===== config.mk =====
export PLATFORM = sky130hd
export DESIGN_NAME = imem_boot_loader_flat
export DESIGN_NICKNAME = d
export VERILOG_FILES = /design/src/rtl/imem_boot_loader_if.sv /design/src/rtl/imem_boot_loader.sv /design/src/flat_wrapper.sv
export SDC_FILE = /design/constraint.sdc
export NUM_CORES = 1
export LEC_CHECK = 0
export ABC_AREA = 1
export BUFFER_PORTS_ARGS = -buffer_cell sky130_fd_sc_hd__buf_4
export CAP_MARGIN = 15
export CELL_PAD_IN_SITES_DETAIL_PLACEMENT = 1
export CELL_PAD_IN_SITES_GLOBAL_PLACEMENT = 1
export CORE_UTILIZATION = 36
export DETAILED_ROUTE_END_ITERATION = 16
export PLACE_DENSITY = 0.79
export SLEW_MARGIN = 0
export SYNTH_ARGS = -nofsm -noshare
export SYNTH_HDL_FRONTEND = slang
export SYNTH_SLANG_ARGS = --single-unit

===== constraint.sdc =====
create_clock -name clk -period 1.68 [get_ports clk]
set_clock_uncertainty 0.05 [all_clocks]
set_input_delay 0 -clock clk [delete_from_list [all_inputs] [get_ports clk]]
set_output_delay 0 -clock clk [all_outputs]
set_load 0.05 [all_outputs]

===== src/rtl/imem_boot_loader_if.sv =====
// Signal bundle between the boot loader and its UART, CPU fetch port and instruction memory.
// master is the loader side; slave is everything the loader talks to.
interface imem_boot_loader_if;
  logic        rx_valid;
  logic [7:0]  rx_byte;
  logic        tx_busy;
  logic        tx_start;
  logic [7:0]  tx_byte;
  logic [31:0] cpu_pc;
  logic [31:0] imem_addr;
  logic        imem_we;
  logic [31:0] imem_wdata;
  logic        cpu_rst_n;
  logic        load_active;
  logic        load_error;

  modport master (
    input  rx_valid, rx_byte, tx_busy, cpu_pc,
    output tx_start, tx_byte, imem_addr, imem_we, imem_wdata,
           cpu_rst_n, load_active, load_error
  );

  modport slave (
    output rx_valid, rx_byte, tx_busy, cpu_pc,
    input  tx_start, tx_byte, imem_addr, imem_we, imem_wdata,
           cpu_rst_n, load_active, load_error
  );
endinterface


===== src/rtl/imem_boot_loader.sv =====
// Serial bootloader: receives a framed program image over UART, writes it into instruction
// memory while holding the CPU in reset, answers ACK/NAK, then hands the memory port to the CPU.
module imem_boot_loader #(
  parameter int ADDR_W       = 8,
  parameter int SYNC_TIMEOUT = 50000,
  parameter int BYTE_TIMEOUT = 20000
) (
  input  logic               clk,
  input  logic               rst_n,
  imem_boot_loader_if.master bus
);
  localparam int IDLE_W = $clog2(SYNC_TIMEOUT + 1);
  localparam int GAP_W  = $clog2(BYTE_TIMEOUT + 1);
  // Compared against the current count, so the step that would reach TIMEOUT-1 leaves instead.
  localparam logic [IDLE_W-1:0] IDLE_LAST = IDLE_W'(SYNC_TIMEOUT - 2);
  localparam logic [GAP_W-1:0]  GAP_LAST  = GAP_W'(BYTE_TIMEOUT - 2);
  localparam logic [7:0] SYNC_BYTE = 8'hA5;
  localparam logic [7:0] ACK       = 8'h06;
  localparam logic [7:0] NAK       = 8'h15;

  typedef enum logic [2:0] {
    WAIT_SYNC,
    GET_COUNT,
    GET_DATA,
    GET_CSUM,
    SEND_RESP,
    RUN
  } state_t;

  state_t            state_reg, state_next;
  logic [IDLE_W-1:0] idle_reg, idle_next;
  logic [GAP_W-1:0]  gap_reg, gap_next;
  logic [7:0]        csum_reg, csum_next;
  logic [1:0]        byte_idx_reg, byte_idx_next;
  logic [ADDR_W-1:0] wr_ptr_reg, wr_ptr_next;
  logic [8:0]        words_left_reg, words_left_next;
  logic [23:0]       word_reg, word_next;
  logic [7:0]        resp_reg, resp_next;
  logic              tx_start_reg, tx_start_next;
  logic [7:0]        tx_byte_reg, tx_byte_next;
  logic              imem_we_reg, imem_we_next;
  logic [31:0]       imem_wdata_reg, imem_wdata_next;
  logic              cpu_rst_n_reg, cpu_rst_n_next;
  logic              load_error_reg, load_error_next;
  logic              load_active;

  always_ff @(posedge clk) begin
    if (!rst_n) begin
      state_reg      <= WAIT_SYNC;
      idle_reg       <= '0;
      gap_reg        <= '0;
      csum_reg       <= '0;
      byte_idx_reg   <= '0;
      wr_ptr_reg     <= '0;
      words_left_reg <= '0;
      word_reg       <= '0;
      resp_reg       <= '0;
      tx_start_reg   <= 1'b0;
      tx_byte_reg    <= '0;
      imem_we_reg    <= 1'b0;
      imem_wdata_reg <= '0;
      cpu_rst_n_reg  <= 1'b0;
      load_error_reg <= 1'b0;
    end else begin
      state_reg      <= state_next;
      idle_reg       <= idle_next;
      gap_reg        <= gap_next;
      csum_reg       <= csum_next;
      byte_idx_reg   <= byte_idx_next;
      wr_ptr_reg     <= wr_ptr_next;
      words_left_reg <= words_left_next;
      word_reg       <= word_next;
      resp_reg       <= resp_next;
      tx_start_reg   <= tx_start_next;
      tx_byte_reg    <= tx_byte_next;
      imem_we_reg    <= imem_we_next;
      imem_wdata_reg <= imem_wdata_next;
      cpu_rst_n_reg  <= cpu_rst_n_next;
      load_error_reg <= load_error_next;
    end
  end

  always_comb begin
    state_next      = state_reg;
    idle_next       = idle_reg;
    gap_next        = gap_reg;
    csum_next       = csum_reg;
    byte_idx_next   = byte_idx_reg;
    wr_ptr_next     = wr_ptr_reg;
    words_left_next = words_left_reg;
    word_next       = word_reg;
    resp_next       = resp_reg;
    tx_byte_next    = tx_byte_reg;
    imem_wdata_next = imem_wdata_reg;
    load_error_next = load_error_reg;
    tx_start_next   = 1'b0;
    imem_we_next    = 1'b0;
    cpu_rst_n_next  = (state_reg == RUN);

    // The pointer advances only after the write cycle, so imem_addr shows the target during it.
    if (imem_we_reg) begin
      wr_ptr_next     = wr_ptr_reg + ADDR_W'(1);
      words_left_next = words_left_reg - 9'd1;
    end

    if (state_reg inside {GET_COUNT, GET_DATA, GET_CSUM}) begin
      if (bus.rx_valid) begin
        gap_next = '0;
      end else if (gap_reg == GAP_LAST) begin
        resp_next  = NAK;
        state_next = SEND_RESP;
      end else begin
        gap_next = gap_reg + GAP_W'(1);
      end
    end

    case (state_reg)
      WAIT_SYNC: begin
        if (bus.rx_valid) begin
          idle_next = '0;
          if (bus.rx_byte == SYNC_BYTE) begin
            state_next    = GET_COUNT;
            csum_next     = '0;
            byte_idx_next = '0;
            wr_ptr_next   = '0;
            gap_next      = '0;
          end
        end else if (idle_reg == IDLE_LAST) begin
          state_next = RUN;
        end else begin
          idle_next = idle_reg + IDLE_W'(1);
        end
      end
      GET_COUNT: begin
        if (bus.rx_valid) begin
          words_left_next = (bus.rx_byte == 8'd0) ? 9'd256 : {1'b0, bus.rx_byte};
          csum_next       = bus.rx_byte;
          state_next      = GET_DATA;
        end
      end
      GET_DATA: begin
        if (bus.rx_valid) begin
          word_next = {word_reg[15:0], bus.rx_byte};
          csum_next = csum_reg ^ bus.rx_byte;
          if (byte_idx_reg == 2'd3) begin
            byte_idx_next   = '0;
            imem_we_next    = 1'b1;
            imem_wdata_next = {word_reg, bus.rx_byte};
            // Leave on the last byte so a checksum arriving during the write is not taken as data.
            if (words_left_reg == 9'd1) begin
              state_next = GET_CSUM;
            end
          end else begin
            byte_idx_next = byte_idx_reg + 2'd1;
          end
        end
      end
      GET_CSUM: begin
        if (bus.rx_valid) begin
          resp_next  = (bus.rx_byte == csum_reg) ? ACK : NAK;
          state_next = SEND_RESP;
        end
      end
      SEND_RESP: begin
        if (!bus.tx_busy) begin
          tx_start_next = 1'b1;
          tx_byte_next  = resp_reg;
          if (resp_reg == ACK) begin
            load_error_next = 1'b0;
            state_next      = RUN;
          end else begin
            load_error_next = 1'b1;
            idle_next       = '0;
            state_next      = WAIT_SYNC;
          end
        end
      end
      RUN: begin
      end
      default: begin
        state_next = WAIT_SYNC;
      end
    endcase
  end

  assign load_active    = (state_reg != RUN);
  assign bus.load_active = load_active;
  assign bus.imem_addr  = load_active ? 32'(wr_ptr_reg) : bus.cpu_pc;
  assign bus.imem_we    = imem_we_reg;
  assign bus.imem_wdata = imem_wdata_reg;
  assign bus.tx_start   = tx_start_reg;
  assign bus.tx_byte    = tx_byte_reg;
  assign bus.cpu_rst_n  = cpu_rst_n_reg;
  assign bus.load_error = load_error_reg;
endmodule


===== src/flat_wrapper.sv =====
// flat-port wrapper written by rule: the top's interface ports become plain ports
module imem_boot_loader_flat 
#(
  parameter int ADDR_W       = 8,
  parameter int SYNC_TIMEOUT = 50000,
  parameter int BYTE_TIMEOUT = 20000
)
  (clk, rst_n, bus_rx_valid, bus_rx_byte, bus_tx_busy, bus_cpu_pc, bus_tx_start, bus_tx_byte, bus_imem_addr, bus_imem_we, bus_imem_wdata, bus_cpu_rst_n, bus_load_active, bus_load_error);
  imem_boot_loader_if bus_i ();
  input  logic clk;
  input  logic rst_n;
  input wire logic [$bits(bus_i.rx_valid)-1:0] bus_rx_valid;
  input wire logic [$bits(bus_i.rx_byte)-1:0] bus_rx_byte;
  input wire logic [$bits(bus_i.tx_busy)-1:0] bus_tx_busy;
  input wire logic [$bits(bus_i.cpu_pc)-1:0] bus_cpu_pc;
  output wire logic [$bits(bus_i.tx_start)-1:0] bus_tx_start;
  output wire logic [$bits(bus_i.tx_byte)-1:0] bus_tx_byte;
  output wire logic [$bits(bus_i.imem_addr)-1:0] bus_imem_addr;
  output wire logic [$bits(bus_i.imem_we)-1:0] bus_imem_we;
  output wire logic [$bits(bus_i.imem_wdata)-1:0] bus_imem_wdata;
  output wire logic [$bits(bus_i.cpu_rst_n)-1:0] bus_cpu_rst_n;
  output wire logic [$bits(bus_i.load_active)-1:0] bus_load_active;
  output wire logic [$bits(bus_i.load_error)-1:0] bus_load_error;
  assign bus_i.rx_valid = bus_rx_valid;
  assign bus_i.rx_byte = bus_rx_byte;
  assign bus_i.tx_busy = bus_tx_busy;
  assign bus_i.cpu_pc = bus_cpu_pc;
  assign bus_tx_start = bus_i.tx_start;
  assign bus_tx_byte = bus_i.tx_byte;
  assign bus_imem_addr = bus_i.imem_addr;
  assign bus_imem_we = bus_i.imem_we;
  assign bus_imem_wdata = bus_i.imem_wdata;
  assign bus_cpu_rst_n = bus_i.cpu_rst_n;
  assign bus_load_active = bus_i.load_active;
  assign bus_load_error = bus_i.load_error;
  imem_boot_loader #(.ADDR_W(ADDR_W), .SYNC_TIMEOUT(SYNC_TIMEOUT), .BYTE_TIMEOUT(BYTE_TIMEOUT)) u_core (.clk(clk), .rst_n(rst_n), .bus(bus_i));
endmodule

==> results.md, run 1 <==
- Before antenna repair, the detailed router went through 4 iterations.
- Leaving out fill and tap cells, the most frequent cell in the layout is sky130_fd_sc_hd__nand2_1.
- The maximum vdd drop is 709 uV.
- The total overflow left after global routing is 0.
- The final worst slack is 0.0404 ns.
- The total net switching power is 1810 uW.
- The pin slew with the least headroom to its limit is 0.454 ns.
- The number of cells on the worst reg-to-reg path is 9.
- The final RePlAce weighted congestion is 0.848.
- During placement, the flow inserted port buffers numbering 120.
- Data on the critical path is required at its endpoint by 1.99 ns.
- At the placement stage, the worst setup path has a slack of -0.0373 ns.
- After synthesis, the share of cell area in mux cells is 0%.
- Timing would allow up to 610 MHz.
- On the worst path, the slowest cell contributes a delay of 0.39 ns.
- The mapped cell area is 6540 sq um.
- Once detail routing completed, the nets flagged for antenna violations numbered 0.
- Of the total power, the share spent switching nets is 24.8%.
- The most used flip-flop cell after synthesis is sky130_fd_sc_hd__dfxtp_1.
- The latest clock arrival within the worst-skew pair is 0.43 ns.
- After synthesis, the netlist uses 41 different library cells.
- After Yosys synthesis, full adders, half adders and majority gates account for 1.53% of the synthesized area.
- The synthesized netlist devotes 28.6% of its cell area to simple gates.
- Including well taps, the total number of placed cells is 1305.
- The number of max-cap violations is 0.
- The first global-routing pass estimated 32.4 mm of wire.
- The combinational group share of total power is 4.5%.
- The path class of the tightest hold or removal check is in2reg.
- The register with the most flip-flops in the layout has 32 of them.
- Compared with the post-synthesis result, the final layout area differs by 38.1%.
- The die covers 18700 sq um.
- The number of endpoints with negative hold slack in the final report is 0.
- The routed wire length is 20.8 mm.
- Power spread over the standard cell area amounts to 809 nW/um^2.
- The worst pin sits at a relative slew slack of 69.7%.
- The vertical die dimension is 137 microns.
- The library cells used most frequently in the layout, excluding fill and tap cells, are 173 x sky130_fd_sc_hd__nand2_1, 165 x sky130_fd_sc_hd__buf_4, 125 x sky130_fd_sc_hd__dfxtp_1, 123 x sky130_fd_sc_hd__inv_1, 102 x sky130_fd_sc_hd__nor2_1.
- The sequential group share of total power is 44.5%.
- The depth of the worst hold-timing path is 6.
- Row generation in the floorplan step produced 48 rows.
- The ratio of cells with drive above 1 in the final layout is 27.1%.
- Counting flops with an async set or reset pin after synthesis yields a share of 0%.
- The post-synthesis net count is 999.
- The number of clock buffers inserted by TritonCTS is 17.
- Setup repair after global routing could not meet its margin everywhere.
- The worst hold margin is 0.0850 ns.
- Dividing the detail-routed via count by the number of cells gives 5.01.
- The final period demand of the worst path is 1.64 ns.
- The top fanout value on the critical path is 4.
- The initial utilization of the core area, before any placement, comes to 37.3%.
- The final max-slew violation count was 0.
- The number of global-route vias before repair is 6592.
- The internal power contribution is 5500 uW.
- The violation count after the first detailed-routing iteration is 294.
- The net count of the finished layout is 1170.
- The global-route usage over all layers is 22.2%.
- In this run the clock root is driven by a sky130_fd_sc_hd__clkbuf_16.
- The synthesized netlist devotes 14.4% of its cell area to compound gates.
- The data arrival time of the critical path is 1.95 ns.
- The count of flip-flops with a built-in enable after synthesis is 0.
- The analysis attributes to cell leakage a power of 0.00386 uW.
- The clock drives 137 sinks.
- The most area-hungry cell type in the Yosys netlist is sky130_fd_sc_hd__dfxtp_1.
- In this run, the clock network consumes 51.0% of the power.
- TritonCTS built the clock tree.
- The number of antenna violations at the first check in global routing is 0.
- The final antenna diode count is 0.
- The portion of the post-synthesis area used by sequential elements is 41.9%.
- Dividing the final minimum period by the clock period gives 97.6%.
- The cell with the most instances on the worst path is sky130_fd_sc_hd__nand3_1.
- The number of instances in the synthesized netlist is 947.
- The die is 137 microns wide.
- The clock tree buffer depth is 2.
- The synthesized netlist devotes 2.41% of its cell area to XOR and XNOR gates.
- The core region is 17500 sq um.
- Power comes to 7300 uW.
- In this run the biggest area consumer among cell types represents 41.9% of the synthesized area.
- STA classifies the critical path endpoint as a flip-flop.
- The maximum level of the CTS H-tree is 4.
- The number of placed I/O pins is 121.
- The wire length per cell is 15.3 microns.
- The final core utilization is 51.5%.
- Entering global routing, the biggest net connects 56 pins.
- The clock-pin slew on the worst setup and hold paths is 0.06 ns.
- The routed via count is 6790.
- The placed wire-length estimate is 14.1 mm.
- The dominant combinational cell family by area after synthesis is simple AND/OR/NAND/NOR gates.
- The critical path in this run is classified as reg2reg.
- The post-synthesis average cell area is 6.91 sq um.
- For this design, the slowest cell found on the critical path is sky130_fd_sc_hd__dfxtp_2.
- The count of state elements after synthesis is 137.
- For this run, the number of Yosys warnings is 0.
- After detailed routing, the number of remaining DRC violations is 0.
- Yosys attributes the largest share of cell area to sky130_fd_sc_hd__dfxtp_1 42%, sky130_fd_sc_hd__nand2_1 10%, sky130_fd_sc_hd__inv_1 7.3%.
- Traced cell by cell, the critical path runs through ha_2 -> nand3_1 -> nor2_2 -> buf_4 -> inv_1 -> nor2_1 -> or2_2 -> nand3_1 -> a21oi_1.
- The total setup violations reported at the end of the flow is 0.
- The run finished with clean final reports.
- Once layout is complete, the cells apart from fillers number 1356.
- STA classifies the critical path startpoint as a flip-flop.
==> path summary, 6_finish.rpt <==
check | start | end | slack [ns]
worst min register to register | u_core.word_reg[16] | u_core.word_reg[16] | 0.41
worst max register to register | u_core.gap_reg[1] | u_core.gap_reg[14] | 0.04
worst min-delay path | bus_rx_byte[4] | u_core.words_left_reg[8] | 0.08
worst max-delay path | u_core.gap_reg[1] | u_core.gap_reg[14] | 0.04
==> synthesized netlist by cell type, types with 2 or more instances <==
library cell	count
sky130_fd_sc_hd__clkinv_1	2
sky130_fd_sc_hd__nor3_1	12
sky130_fd_sc_hd__a211oi_1	3
sky130_fd_sc_hd__buf_6	3
sky130_fd_sc_hd__nand3_2	3
sky130_fd_sc_hd__buf_1	3
sky130_fd_sc_hd__xnor2_1	9
sky130_fd_sc_hd__o21bai_1	3
sky130_fd_sc_hd__nand2_1	178
sky130_fd_sc_hd__o21ai_0	47
sky130_fd_sc_hd__o211ai_1	2
sky130_fd_sc_hd__nor3b_1	4
sky130_fd_sc_hd__a31oi_1	2
sky130_fd_sc_hd__nor2_2	2
sky130_fd_sc_hd__o22ai_1	9
sky130_fd_sc_hd__nand3b_1	2
sky130_fd_sc_hd__inv_2	17
sky130_fd_sc_hd__clkbuf_1	17
sky130_fd_sc_hd__nor2_4	4
sky130_fd_sc_hd__ha_1	8
sky130_fd_sc_hd__nand4_1	14
sky130_fd_sc_hd__nand3_1	79
sky130_fd_sc_hd__buf_2	13
sky130_fd_sc_hd__nand2_2	2
sky130_fd_sc_hd__inv_1	127
sky130_fd_sc_hd__dfxtp_1	137
sky130_fd_sc_hd__nor2_1	124
sky130_fd_sc_hd__xor2_1	9
sky130_fd_sc_hd__o21ai_1	30
sky130_fd_sc_hd__a21oi_1	71
==> area by class of cell <==
| type | instances | area (sq um) |
|---|---|---|
| tap | 225 | 282 |
| clock inverter | 14 | 154 |
| multi-input combinational | 628 | 3300 |
| fill | 2208 | 8510 |
| sequential | 137 | 2770 |
| clock buffer | 18 | 429 |
| timing repair buffer | 188 | 1540 |
| inverter | 146 | 564 |
==> metal layers <==
| layer | GRT usage, % | wire, microns | vias up |
|---|---|---|---|
| li1 | - | - | 3373 |
| met1 | 27.3 | 9000 | 3236 |
| met2 | 38.9 | 10300 | 154 |
| met3 | 4.59 | 1120 | 27 |
| met4 | 6.53 | 309 | 0 |
| met5 | 0 | 0 | - |
==> what timing repair did <==
item	in CTS	in global routing
endpoints found under the setup margin	47	55
setup buffers	3	3
cloned	1	1
hold endpoints to repair	41	0
hold buffers	11	0
pin swaps	4	16
resized for setup	22	65
==> power groups by stage <==
stage / Sequential [uW] / Combinational, uW / Clock (uW)
4_1_cts: 3250 / 318 / 3790
6_report: 3250 / 327 / 3730
2_1_floorplan: 3330 / 135 / 0
3_3_place_gp: 3330 / 291 / 0
5_1_grt: 3250 / 360 / 3950
3_5_place_dp: 3330 / 295 / 0
==> worst max-delay path: cells and delay by family (launching register included) <==
kind | cells | cell delay [ns]
DFF | 1 | 0.39
and+or+nand+nor | 5 | 0.61
adders and majority gates | 1 | 0.23
buffers and inverters | 2 | 0.19
AOI/OAI and AO/OA | 1 | 0.11
==> stage by stage <==
step	setup TNS (ns)	area [sq um]
floorplan	-0.451	6560
global placement	0	7980
detailed placement	-0.0624	7980
CTS	0	8790
global route	-0.312	9030
finish	0	9030
==> cell families after synthesis <==
family / count (synthesis)
compound gates: 173
xor+xnor: 18
fa+ha+maj: 8
buf+inv: 183
flops: 137
simple gates: 428
(Power assumes the default switching activity.)
==> inputs of run 2 (changes only) <==
- GPL_TIMING_DRIVEN: not set -> 0
==> results.md, run 2 (synthesized netlist as in run 1, its figures left out) <==
- The depth of the worst hold-timing path was 4 (-2).
- The die outline area is 18700 sq um (unchanged).
- The root buffer selected by CTS is sky130_fd_sc_hd__clkbuf_16.
- The number of buffers and inverters on the critical path is 3 (+1).
- The number of cells on the worst reg-to-reg path is 8 (-1).
- The ratio of cells with drive above 1 in the final layout was 27.9% (+0.76 points).
- The latest clock arrival within the worst-skew pair is 0.43 ns (about the same).
- The critical path goes through nor2_4 -> inv_2 -> nor2_4 -> nand3_4 -> nor2_4 -> clkinv_4 -> clkbuf_16 -> o21ai_1.
- The worst setup path is launched from a flip-flop.
- The number of global-route vias before repair is 6702 (+1.7%).
- The final worst slack is 0.0141 ns (-0.0263 ns).
- The remaining design rule violation count is 0 (unchanged).
- The vertical die dimension is 137 microns (unchanged).
- The sequential group share of total power is 43.5% (-1.0 points).
- The category of cells accounting for the largest share of critical-path delay is simple AND/OR/NAND/NOR gates.
- The cell with the most instances on the worst path is sky130_fd_sc_hd__nor2_4.
- The total net switching power is 1790 uW (-1.0%).
- Setup repair after global routing could not meet its margin everywhere.
- The number of filler instances in the final layout is 2177 (-1.4%).
- The cell area after layout is 9170 sq um (+1.5%).
- The number of max-cap violations is 0 (unchanged).
- The net switching fraction of the power is 23.9% (-0.82 points).
- The internal power contribution is 5690 uW (+3.5%).
- The first-pass detailed-route iteration total is 5 (+1).
- The storage element area came to 2770 sq um (about the same).
- The number of endpoints with negative hold slack in the final report is 0 (unchanged).
- The worst slew slack as a fraction of its limit is 56.2% (-13 points).
- The number of clock buffers inserted by TritonCTS was 17 (unchanged).
- The worst hold margin is 0.107 ns (+0.0221 ns).
- The combinational group share of total power is 4.5% (about the same).
- The violation count after the first detailed-routing iteration is 359 (+22%).
- The clock tree buffer depth is 2 (unchanged).
- The total setup violations reported at the end of the flow was 0 (unchanged).
- The most common cell after layout, fill and taps aside is sky130_fd_sc_hd__nand2_1.
- The number of antenna violations at the first check in global routing is 0 (unchanged).
- The worst hold path endpoint is u_core.bus.tx_byte[6].
- The overall power consumption is 7480 uW (+2.4%).
- The number of rows in the core area came to 48 (unchanged).
- The wire length per cell is 16.0 microns (+4.4%).
- The startpoint-to-endpoint class of the critical path is reg2reg.
- The startpoint identified for the worst register-to-register timing path is u_core.state_reg[0].
- The top fanout value on the critical path is 8 (+4).
- The number of nets still failing antenna checks after routing came to 0 (unchanged).
- Leaving out fill and tap cells, the most frequent cells in the layout are 170 x sky130_fd_sc_hd__nand2_1, 133 x sky130_fd_sc_hd__buf_4, 124 x sky130_fd_sc_hd__dfxtp_1, 123 x sky130_fd_sc_hd__inv_1, 100 x sky130_fd_sc_hd__nor2_1.
- The top achievable clock speed is 600 MHz (-1.6%).
- The layout-stage area growth over the synthesis result is 40.2%.
- The portion of total power attributed to the clock network is 52.0% (+1.0 points).
- The delay contributed by the slowest stage of the critical path is 0.40 ns (about the same).
- The pin slew with the least headroom to its limit is 0.657 ns (+0.203 ns).
- The routed via count was 6850 (+0.88%).
- The initial core utilization was 37.3% (unchanged).
- The number of placed I/O pins is 121 (unchanged).
- STA classifies the critical path endpoint as a flip-flop.
- The required arrival time at the worst endpoint is 1.99 ns (about the same).
- The area taken by multi-input logic gates is 3450 sq um (+4.7%).
- The maximum level of the CTS H-tree is 4 (unchanged).
- The total leakage power is 0.00389 uW (+0.61%).
- The final antenna diode count is 0 (unchanged).
- The via density per instance is 5.06 (+1.0%).
- The global-route usage over all layers came to 22.8% (+0.60 points).
- The CTS tree is done.
- The first-pass GRT wire length is 33.4 mm (+3.0%).
- The routed wire length is 21.7 mm (+4.3%).
- The final max-slew violation count is 0 (unchanged).
- The post-place instance area came to 7730 sq um (-3.1%).
- The final period demand of the worst path came to 1.67 ns (+0.0263 ns).
- The maximum vdd drop is 810 uV (+14%).
- The min-delay analysis places its worst path in the category in2reg.
- The run finished with clean final reports.
- The clock-pin slew on the worst setup and hold paths is 0.06 ns (about the same).
- The reg2reg setup slack is 0.01 ns (-0.03 ns).
- The worst register-to-register path ends at u_core.bus.imem_wdata[8].
- The worst min-delay path startpoint is bus_tx_busy.
- For this design, the slowest cell found on the critical path is sky130_fd_sc_hd__dfxtp_4.
- The final RePlAce weighted congestion came to 0.809 (-4.6%).
- The post-placement worst setup slack is -0.259 ns (-0.222 ns).
- The placed wire-length estimate came to 14.7 mm (+4.4%).
- The clock sink count came to 137 (unchanged).
- The maximum number of pins on one net before global-route repair is 17 (-70%).
- The placeable core region is 17500 sq um (unchanged).
- The power per standard cell area was 816 nW/um^2 (+0.82%).
- The data arrival time of the critical path is 1.98 ns (+0.03 ns).
- The count of port buffers added during placement is 118 (-1.7%).
- The post-route fraction of the period consumed by the critical path came to 99.2% (+1.6 points).
- The layout net count is 1168 (-0.17%).
- The global route total overflow came to 0 (unchanged).
- The flip-flop count of the largest register after layout was 32 (unchanged).
- The width of the die is 137 microns (unchanged).
-- run 2: changes by cell type in the layout (fill, tap and decap cells not counted), moves of 4 or more --
cell                       change
sky130_fd_sc_hd__inv_6         -6
sky130_fd_sc_hd__nand3_4       +4
sky130_fd_sc_hd__clkinv_4      +6
sky130_fd_sc_hd__nor2_2        -4
sky130_fd_sc_hd__o21ai_2      +16
sky130_fd_sc_hd__o21ai_1      -12
sky130_fd_sc_hd__buf_2        +10
sky130_fd_sc_hd__nor2_4        +6
sky130_fd_sc_hd__buf_4        -32
sky130_fd_sc_hd__nand2_4       +5
sky130_fd_sc_hd__o21ai_0       -5
sky130_fd_sc_hd__clkbuf_1      +9
-- run 2: per-stage QoR --
step / instances / TNS, ns / util [%]
after floorplan: 947 / -0.451 / -
after global placement: 1290 / -6.94 / 44.1
after detailed placement: 1290 / -8.79 / 44.1
after CTS: 1339 / -0.00812 / 49.6
after global routing: 1354 / -0.860 / 52.3
final: 1354 / 0 / 52.3
-- run 2: layout make-up --
class | count | share of cell area, %
Clock buffer | 19 | 4.94
Inverter | 146 | 6.22
Multi-Input combinational cell | 627 | 37.6
Sequential cell | 137 | 30.2
Buffer | 34 | 2.42
Clock inverter | 13 | 1.76
Tap cell | 225 | 3.07
Timing Repair Buffer | 153 | 13.8
-- run 2: timing repair --
| action | in CTS | in global routing |
|---|---|---|
| setup buffers | 7 | 14 |
| setup endpoints to repair | 123 | 123 |
| gates cloned | 1 | 3 |
| gates resized for setup | 54 | 105 |
| hold buffers | 10 | 0 |
| hold endpoints to repair | 30 | 0 |
| pin swaps | 7 | 21 |
-- run 2: how the worst max path moves through the flow --
stage	start	end	slack [ns]	cells past startpoint
detailed placement	u_core.state_reg[2]	bus_imem_addr[5]	-0.26	6
CTS	u_core.gap_reg[0]	u_core.gap_reg[13]	-0.008	11
global placement	u_core.state_reg[2]	bus_imem_addr[4]	-0.26	6
floorplan	u_core.state_reg[2]	bus_imem_addr[29]	-0.18	3
global route	u_core.gap_reg[0]	u_core.gap_reg[13]	-0.1	12
finish	u_core.state_reg[0]	u_core.bus.imem_wdata[8]	0.01	8
-- run 2: worst min-delay path: cells and delay by family --
| kind | cells | cell delay (ns) |
|---|---|---|
| buffers and inverters | 2 | 0.30 |
| AOI/OAI and AO/OA | 1 | 0.13 |
| and+or+nand+nor | 1 | 0.11 |
-- run 2: power by group through the flow --
stage / registers, uW / logic (uW) / clock network (uW)
2_1_floorplan: 3330 / 135 / 0
6_report: 3250 / 334 / 3890
5_1_grt: 3250 / 364 / 4070
3_3_place_gp: 3330 / 281 / 0
3_5_place_dp: 3330 / 286 / 0
4_1_cts: 3250 / 316 / 3940
-- run 2: per-layer routing --
metal	vias to the layer above	global-route usage [%]	part of all wire, %
met3	30	5.22	4.8
met5	-	0	0
li1	3369	-	-
met1	3290	28.1	44
met2	161	39.7	49
met4	0	6.59	1.7
